File: config.mk
export PLATFORM = sky130hd
export DESIGN_NAME = spi_dac_serializer
export DESIGN_NICKNAME = d
export VERILOG_FILES = /design/src/rtl/spi_dac_pkg.sv /design/src/rtl/spi_tick_gen.sv /design/src/rtl/spi_dac_serializer.sv
export SDC_FILE = /design/constraint.sdc
export NUM_CORES = 1
export LEC_CHECK = 0
export ABC_AREA = 1
export CORE_MARGIN = 4
export CORE_UTILIZATION = 54
export CTS_CLUSTER_SIZE = 14
export DETAILED_ROUTE_END_ITERATION = 8
export PLACE_DENSITY = 0.77
export SLEW_MARGIN = 40
export SYNTH_ARGS = -nofsm -noshare
export SYNTH_HDL_FRONTEND = slang
export SYNTH_SLANG_ARGS = --single-unit
File: constraint.sdc
create_clock -name clk_i -period 2.8 [get_ports clk_i]
set_input_delay 0.42 -clock clk_i [delete_from_list [all_inputs] [get_ports clk_i]]
set_output_delay 0.42 -clock clk_i [all_outputs]
set_load 0.03 [all_outputs]
File: src/rtl/spi_dac_pkg.sv
// rtl/spi_dac_pkg.sv - shared constants, state encoding and frame builder for the SPI DAC serializer
package spi_dac_pkg;

   localparam int FRAME_W   = 16;
   localparam int DATA_W    = 8;
   localparam int PAD_W     = 4;
   localparam int BIT_CNT_W = 5;

   localparam logic [3:0] CFG_BITS_DEF = 4'b0011;

   typedef logic [2:0] state_t;

   localparam state_t ST_IDLE  = 3'd0;
   localparam state_t ST_SETUP = 3'd1;
   localparam state_t ST_SHIFT = 3'd2;
   localparam state_t ST_CSHI  = 3'd3;
   localparam state_t ST_LDAC  = 3'd4;

   // Two's complement becomes offset binary by flipping the sign bit.
   function automatic logic [FRAME_W-1:0] build_frame(
      input logic [3:0]        cfg,
      input logic [DATA_W-1:0] d,
      input logic              signed_in
   );
      logic [DATA_W-1:0] c;
      c = signed_in ? {~d[DATA_W-1], d[DATA_W-2:0]} : d;
      return {cfg, c, {PAD_W{1'b0}}};
   endfunction

endpackage

File: src/rtl/spi_tick_gen.sv
// rtl/spi_tick_gen.sv - single-cycle tick every CLK_DIV clocks with synchronous restart
module spi_tick_gen #(
   parameter int CLK_DIV = 2
) (
   input  logic clk_i,
   input  logic rst_i,
   input  logic restart_i,
   output logic tick_o
);

   localparam int            CW   = (CLK_DIV > 1) ? $clog2(CLK_DIV) : 1;
   localparam logic [CW-1:0] LAST = CW'(CLK_DIV - 1);

   logic [CW-1:0] cnt_q, cnt_d;

   assign tick_o = (cnt_q == LAST);

   always_comb begin
      cnt_d = cnt_q + CW'(1);
      if (restart_i || tick_o) begin
         cnt_d = '0;
      end
   end

   always_ff @(posedge clk_i or negedge rst_i) begin
      if (!rst_i) begin
         cnt_q <= '0;
      end else begin
         cnt_q <= cnt_d;
      end
   end

endmodule

File: src/rtl/spi_dac_serializer.sv
// rtl/spi_dac_serializer.sv - streams samples to an MCP4901-style DAC (SPI mode 0, one-deep buffer)
// Optional LDAC pulse state enabled by defining SPI_DAC_LDAC_EN.
module spi_dac_serializer
   import spi_dac_pkg::*;
#(
   parameter int         CLK_DIV   = 2,
   parameter bit         SIGNED_IN = 1'b1,
   parameter logic [3:0] CFG_BITS  = CFG_BITS_DEF
) (
   input  logic              clk_i,
   input  logic              rst_i,
   input  logic [DATA_W-1:0] data_i,
   input  logic              data_valid_strobe_i,
   output logic              cs_n_o,
   output logic              sclk_o,
   output logic              mosi_o,
   output logic              ldac_n_o,
   output logic              busy_o,
   output logic              dropped_strobe_o
);

   state_t               state_q, state_d;
   logic [FRAME_W-1:0]   shift_q, shift_d;
   logic [BIT_CNT_W-1:0] bit_cnt_q, bit_cnt_d;
   logic                 cs_n_q, cs_n_d;
   logic                 sclk_q, sclk_d;
   logic                 mosi_q, mosi_d;
   logic                 busy_q, busy_d;
   logic                 drop_q, drop_d;
   logic                 buf_full_q, buf_full_d;
   logic [DATA_W-1:0]    buf_data_q, buf_data_d;
   logic [FRAME_W-1:0]   frame_load;
   logic                 tick;
   logic                 restart;

   // The buffered sample always has priority over a same-cycle strobe.
   assign frame_load = build_frame(CFG_BITS, buf_full_q ? buf_data_q : data_i, SIGNED_IN);
   assign restart    = (state_d != state_q);

   spi_tick_gen #(
      .CLK_DIV (CLK_DIV)
   ) u_tick (
      .clk_i     (clk_i),
      .rst_i     (rst_i),
      .restart_i (restart),
      .tick_o    (tick)
   );

`ifdef SPI_DAC_LDAC_EN
   logic ldac_n_q, ldac_n_d;
`endif

   always_comb begin
      state_d    = state_q;
      shift_d    = shift_q;
      bit_cnt_d  = bit_cnt_q;
      cs_n_d     = cs_n_q;
      sclk_d     = sclk_q;
      mosi_d     = mosi_q;
      busy_d     = busy_q;
      drop_d     = 1'b0;
      buf_full_d = buf_full_q;
      buf_data_d = buf_data_q;
`ifdef SPI_DAC_LDAC_EN
      ldac_n_d   = ldac_n_q;
`endif

      if (data_valid_strobe_i && busy_q) begin
         drop_d     = buf_full_q;
         buf_full_d = 1'b1;
         buf_data_d = data_i;
      end

      case (state_q)
         ST_IDLE: begin
            if (buf_full_q || data_valid_strobe_i) begin
               shift_d    = frame_load;
               mosi_d     = frame_load[FRAME_W-1];
               bit_cnt_d  = '0;
               sclk_d     = 1'b0;
               cs_n_d     = 1'b0;
               busy_d     = 1'b1;
               state_d    = ST_SETUP;
               buf_full_d = buf_full_q && data_valid_strobe_i;
               if (data_valid_strobe_i) begin
                  buf_data_d = data_i;
               end
            end
         end
         ST_SETUP: begin
            if (tick) begin
               state_d = ST_SHIFT;
            end
         end
         ST_SHIFT: begin
            if (tick) begin
               if (!sclk_q) begin
                  sclk_d = 1'b1;
               end else begin
                  sclk_d    = 1'b0;
                  shift_d   = {shift_q[FRAME_W-2:0], 1'b0};
                  mosi_d    = shift_q[FRAME_W-2];
                  bit_cnt_d = bit_cnt_q + BIT_CNT_W'(1);
                  if (bit_cnt_q == BIT_CNT_W'(FRAME_W - 1)) begin
                     cs_n_d  = 1'b1;
                     state_d = ST_CSHI;
                  end
               end
            end
         end
         ST_CSHI: begin
            if (tick) begin
`ifdef SPI_DAC_LDAC_EN
               ldac_n_d = 1'b0;
               state_d  = ST_LDAC;
`else
               busy_d   = 1'b0;
               state_d  = ST_IDLE;
`endif
            end
         end
`ifdef SPI_DAC_LDAC_EN
         ST_LDAC: begin
            if (tick) begin
               ldac_n_d = 1'b1;
               busy_d   = 1'b0;
               state_d  = ST_IDLE;
            end
         end
`endif
         default: begin
            state_d = ST_IDLE;
         end
      endcase
   end

   always_ff @(posedge clk_i or negedge rst_i) begin
      if (!rst_i) begin
         state_q    <= ST_IDLE;
         shift_q    <= '0;
         bit_cnt_q  <= '0;
         cs_n_q     <= 1'b1;
         sclk_q     <= 1'b0;
         mosi_q     <= 1'b0;
         busy_q     <= 1'b0;
         drop_q     <= 1'b0;
         buf_full_q <= 1'b0;
         buf_data_q <= '0;
      end else begin
         state_q    <= state_d;
         shift_q    <= shift_d;
         bit_cnt_q  <= bit_cnt_d;
         cs_n_q     <= cs_n_d;
         sclk_q     <= sclk_d;
         mosi_q     <= mosi_d;
         busy_q     <= busy_d;
         drop_q     <= drop_d;
         buf_full_q <= buf_full_d;
         buf_data_q <= buf_data_d;
      end
   end

`ifdef SPI_DAC_LDAC_EN
   always_ff @(posedge clk_i or negedge rst_i) begin
      if (!rst_i) begin
         ldac_n_q <= 1'b1;
      end else begin
         ldac_n_q <= ldac_n_d;
      end
   end

   assign ldac_n_o = ldac_n_q;
`else
   // Without the LDAC pin pulse the DAC latches on the rising edge of cs_n.
   assign ldac_n_o = 1'b0;
`endif

   assign cs_n_o           = cs_n_q;
   assign sclk_o           = sclk_q;
   assign mosi_o           = mosi_q;
   assign busy_o           = busy_q;
   assign dropped_strobe_o = drop_q;

endmodule

* After elaboration in Yosys (flattened, before gate mapping)
Index checks and enable logic that the tools add are counted.
** Word-level totals
- Bits in registers :: 38
- Input port bits :: 11
- Output and inout bits :: 6
- Word-level logic and storage cells :: 74
** Operators by class
- Add/sub/neg operators :: 2
- Equal/unequal tests :: 10
- Multiplexer cells :: 39
- Bitwise operators :: 1
- Reduce and logical (&&, ||, !) cells :: 11
** Operator list (count)
- 2-to-1 mux 15 bit :: 3
- 2-to-1 mux 8 bit :: 5
- case mux 15 bit (2 select lines) :: 1
- 2-to-1 mux 3 bit :: 6
- 2-to-1 mux 1 bit :: 15
- 2-to-1 mux 5 bit :: 3
- case mux 3 bit (4 select lines) :: 1
- case mux 5 bit (2 select lines) :: 1
- case mux 1 bit (2 select lines) :: 4
- equality test 3 x 2 -> 1 bit (second input constant) :: 2
- != test 2 bit (second input constant) :: 3
- AND reduction 3 bit :: 2
- adder 5 x 1 -> 5 bit (second input constant) :: 1
- equality test 5 x 4 -> 1 bit (second input constant) :: 1
- AND reduction 5 bit :: 1
- != test 2 x 1 -> 1 bit (second input constant) :: 2
- AND reduction 4 bit :: 1
- nonzero test 2 bit :: 2
- equality test 3 x 1 -> 1 bit (second input constant) :: 1
- zero test 3 bit :: 1
- != test 3 bit :: 1
- logical AND 1 bit :: 2
- logical OR 1 bit :: 2
- adder 1 bit (second input constant) :: 1
- NOT 1 bit :: 1

* Logic depth before layout (Yosys ltp)
- Depth in word-level cells :: 8
- Gate-level depth with buffers :: 8

* Modules after synthesis
From an unflattened synthesis, not the netlist that was laid out.
** Second synthesis, totals
- Cell total of the unflattened synthesis :: 230
- Area total of the unflattened synthesis :: 1799.2 sq um
** By module, submodules not included
- spi_dac_serializer :: times used 1, cells an instance 228, area an instance 1770.4 sq um, sequential area each 827.0 sq um
- spi_tick_gen :: times used 1, cells an instance 2, area an instance 28.8 sq um, sequential area each 25.0 sq um

* Least setup slack after synthesis
No wires, ideal clock.
- Kind :: register to register
- Start point :: reg bit_cnt_q[0]
- End point :: reg bit_cnt_q[4]
- Setup time :: 0.065 ns
- Arrival :: 1.229 ns
- Slack :: 1.506 ns
- Cell stages (with the launch flop) :: 7
- Buffers on the path :: 0
- Cells stage by stage :: dfrtp_1 > ha_1 > nand2_1 > nor2_1 > ha_1 > or2_1 > nand2_1
** On the way
- Word-level cells in the longest chain between the ends :: 4
** RTL lines
- start: declaration :: line spi_dac_serializer.sv:24 : logic [BIT_CNT_W-1:0] bit_cnt_q, bit_cnt_d;
- start signal: assignment :: line spi_dac_serializer.sv:152 : bit_cnt_q <= bit_cnt_d;
- adder 5 x 1 -> 5 bit :: line spi_dac_serializer.sv:103 : bit_cnt_d = bit_cnt_q + BIT_CNT_W'(1);
- 2-to-1 mux 5 bit :: line spi_dac_serializer.sv:97 : if (!sclk_q) begin
- 2-to-1 mux 5 bit :: line spi_dac_serializer.sv:96 : if (tick) begin
- case mux 5 bit (2 select lines) :: line spi_dac_serializer.sv:74 : case (state_q)
No other way between the ends. The select of a mux whose other input is x is not followed.
A chain may end at the register's enable or synchronous reset.

* Worst setup path after layout
- Start point :: reg cs_n_q, in the netlist cs_n_o
- End point :: out cs_n_o
** RTL lines
- start: declaration :: line spi_dac_serializer.sv:25 : logic cs_n_q, cs_n_d;
- start signal: assignment :: line spi_dac_serializer.sv:153 : cs_n_q <= cs_n_d;
- end: declaration :: line spi_dac_serializer.sv:14 : output logic cs_n_o,
No word-level cell between the ends.

==> out/metrics.cfg <==
[finish]
drive_above_1_share = 0.09057
fin_nets = 277
final_area_um2 = 2082
fillers = 309
diodes = 0
syn_to_final_growth_pct = 11.68

[synth]
async_reset_ff_frac = 1.000
syn_inst = 248
synth-edff-count = 0
yosysWarnings = 0
synth-simple-area-share = 0.4013
synthesis.area_um2 = 1864
synth_cell_types = 25
synthFlopType = dfrtp_1
synth-compound-area-share = 0.04497
synth_most_common_cell = nand2_1
synth_seq_area_share = 0.4570
synth_fa_ha_area_frac = 0.01342
synth_common_cells = 108 x nand2_1, 33 x dfrtp_1, 30 x nand3_1, 23 x inv_1, 12 x o21ai_0
ys_ff_latch = 34
syn_avg_cell_area_um2 = 7.517
synth_xor_xnor_area_share = 0
synthTopCellsByArea = dfrtp_1 44%, nand2_1 22%, nand3_1 8.1%, inv_1 4.6%, o21ai_0 3.2%
synthMuxAreaShare = 0
yosys.area.top_type = dfrtp_1
synth_top_family_by_area = simple AND/OR/NAND/NOR gates
synth_top_area_share = 0.4430

[clock_network]
post_cts_buffers = 0
clk_latency_ns = 0.34
cts_root_buffer = clkbuf_4
numCtsBuffers = 5
cts_max_path_buffers = 2
cts_hold_buf = 0
cts_resized = 0
cts_sinks = 34
cts_tree = done
path_clk_slew_ns = 0.10
cts.htree.levels = 2

[global_route]
grt_overflow_total = 0
antenna_found_initial = 0
grt_util_all_layers = 0.1911
first_global_vias = 1396
grt_max_degree = 35
grt_first_pass_wirelength_um = 6327

[drt]
drt_first_pass_iters = 4
drt-initial-drc-count = 111
ant_nets = 0
wl_per_cell_um = 11.67
drt_wl_total_um = 3630
drc = 0
viasPerCell = 4.990
num_vias = 1552

[power_and_ir_drop]
ir_drop_mv = 0.4496
p_seq_frac = 0.476
p_sw_mw = 0.6243
p_per_area_nw_per_um2 = 747.3
p_leak_nw = 1.111
power_frac_clock = 0.184
combPwrFrac = 0.340
p_int_mw = 0.9317
power.share.switching = 0.4012

[die]
dieWidth_um = 66.76
die_area_um2 = 4456
core_area_um2 = 3337
start_util = 0.5587
fp.dieH_um = 66.76
io_pins = 17
num_rows = 21

[setup_path]
worstPathRequired_ns = 2.38
end_kind = output port
reg2reg_slack_ns = 1.00
rr_worst_depth = 6
cp_cell_sequence = clkdlybuf4s50_1
critPathMaxFanout = 2
max_stage_delay_ns = 0.66
r2r-start = state_q[1]
cpMaxStageDelayCell = clkdlybuf4s50_1
crit_type = reg -> out
critPathLaunchType = flip-flop
crit_family = buffers and inverters
path_buf_inv = 1
critPathArrivalTime_ns = 1.54

[placement]
post_dp_cell_area_um2 = 2022
portBuffers = 15
dp_hpwl_um = 2567
place.gp.congestion = 0.8233
dpl_worst_slack_ns = 0.7342

[run]
drv_cap = 0

[timing]
holdWs_ns = 0.4772
period_needed_ns = 1.962
report.final.hold_viol_count = 0
period_share = 0.7006
rsz0062_at_grt = no
fmaxAchievable_ghz = 0.5098
setup_viol = 0
setup_tns_ns = 0
timing.final.ws_setup_ns = 0.8384
final.setup_skew_ns = 0.003454
final_max_slew_viol_count = 0

[outcome]
outcome = completed

[worst_hold_path]
hold_class = in -> async

-- metal layers --
| metal | track usage | vias up | part of all wire | routed length [um] |
|---|---|---|---|---|
| met4 | 0.06853 | 0 | 0.013 | 49 |
| met1 | 0.2597 | 715 | 0.47 | 1711 |
| li1 | - | 805 | - | - |
| met5 | 0 | - | 0 | 0 |
| met2 | 0.2884 | 26 | 0.48 | 1738 |
| met3 | 0.05565 | 6 | 0.036 | 130 |
-- worst max-delay path by stage --
stage,to,startpoint,slack (ns),depth (start not counted)
floorplan,bit_cnt_q[4],bit_cnt_q[0],1.51,6
global placement,shift_q[4],data_valid_strobe_i,0.77,8
detailed placement,shift_q[4],data_valid_strobe_i,0.73,8
CTS,cs_n_o,cs_n_o,0.82,1
global route,cs_n_o,cs_n_o,0.78,1
finish,cs_n_o,cs_n_o,0.84,1
-- cells by family (layout without fill, tap and decap cells) --
group | Yosys count | in the layout
simple gates | 164 | 164
flops | 34 | 34
buf+inv | 32 | 48
compound gates | 15 | 15
fa+ha+maj | 2 | 2
other cells | 1 | 2
-- per-stage QoR --
stage / instances / power [mW] / utilization
after global placement: 303 / 1.270 / 0.6059
after floorplan: 249 / 1.154 / -
after detailed placement: 303 / 1.280 / 0.6059
after global routing: 311 / 1.687 / 0.6239
final: 311 / 1.556 / 0.6239
after CTS: 311 / 1.570 / 0.6239
-- cells in the final DEF (no fill, tap or decap), types with 2 or more instances in the layout --
master             n
nand3_1           30
nand2_1          108
conb_1             2
nand3_2            2
nand2_4            3
o211ai_1           2
ha_1               2
dfrtp_1           33
or2_2              4
nor2_1             7
clkdlybuf4s50_1   15
inv_1             23
or2_1              2
o21ai_0           12
clkbuf_4           5
nand4_1            4
-- area by class of cell --
class	instances	area [um^2]	area share
repair buffers	16	157.7	0.07572
flip-flops and latches	34	852.1	0.4093
clock buffers	7	55.05	0.02644
well taps	46	57.56	0.02764
inverters	24	90.09	0.04327
multi-input cells	183	864.6	0.4153
clock inverters	1	5.005	0.002404
-- power by group through the flow --
stage          sequential (mW)  combinational [mW]  clock, mW
2_1_floorplan            0.728               0.426          0
3_3_place_gp             0.750               0.520          0
3_5_place_dp             0.749               0.531          0
4_1_cts                  0.740               0.535      0.295
5_1_grt                  0.762               0.608      0.317
6_report                 0.741               0.528      0.286
(Power assumes the default switching activity.)
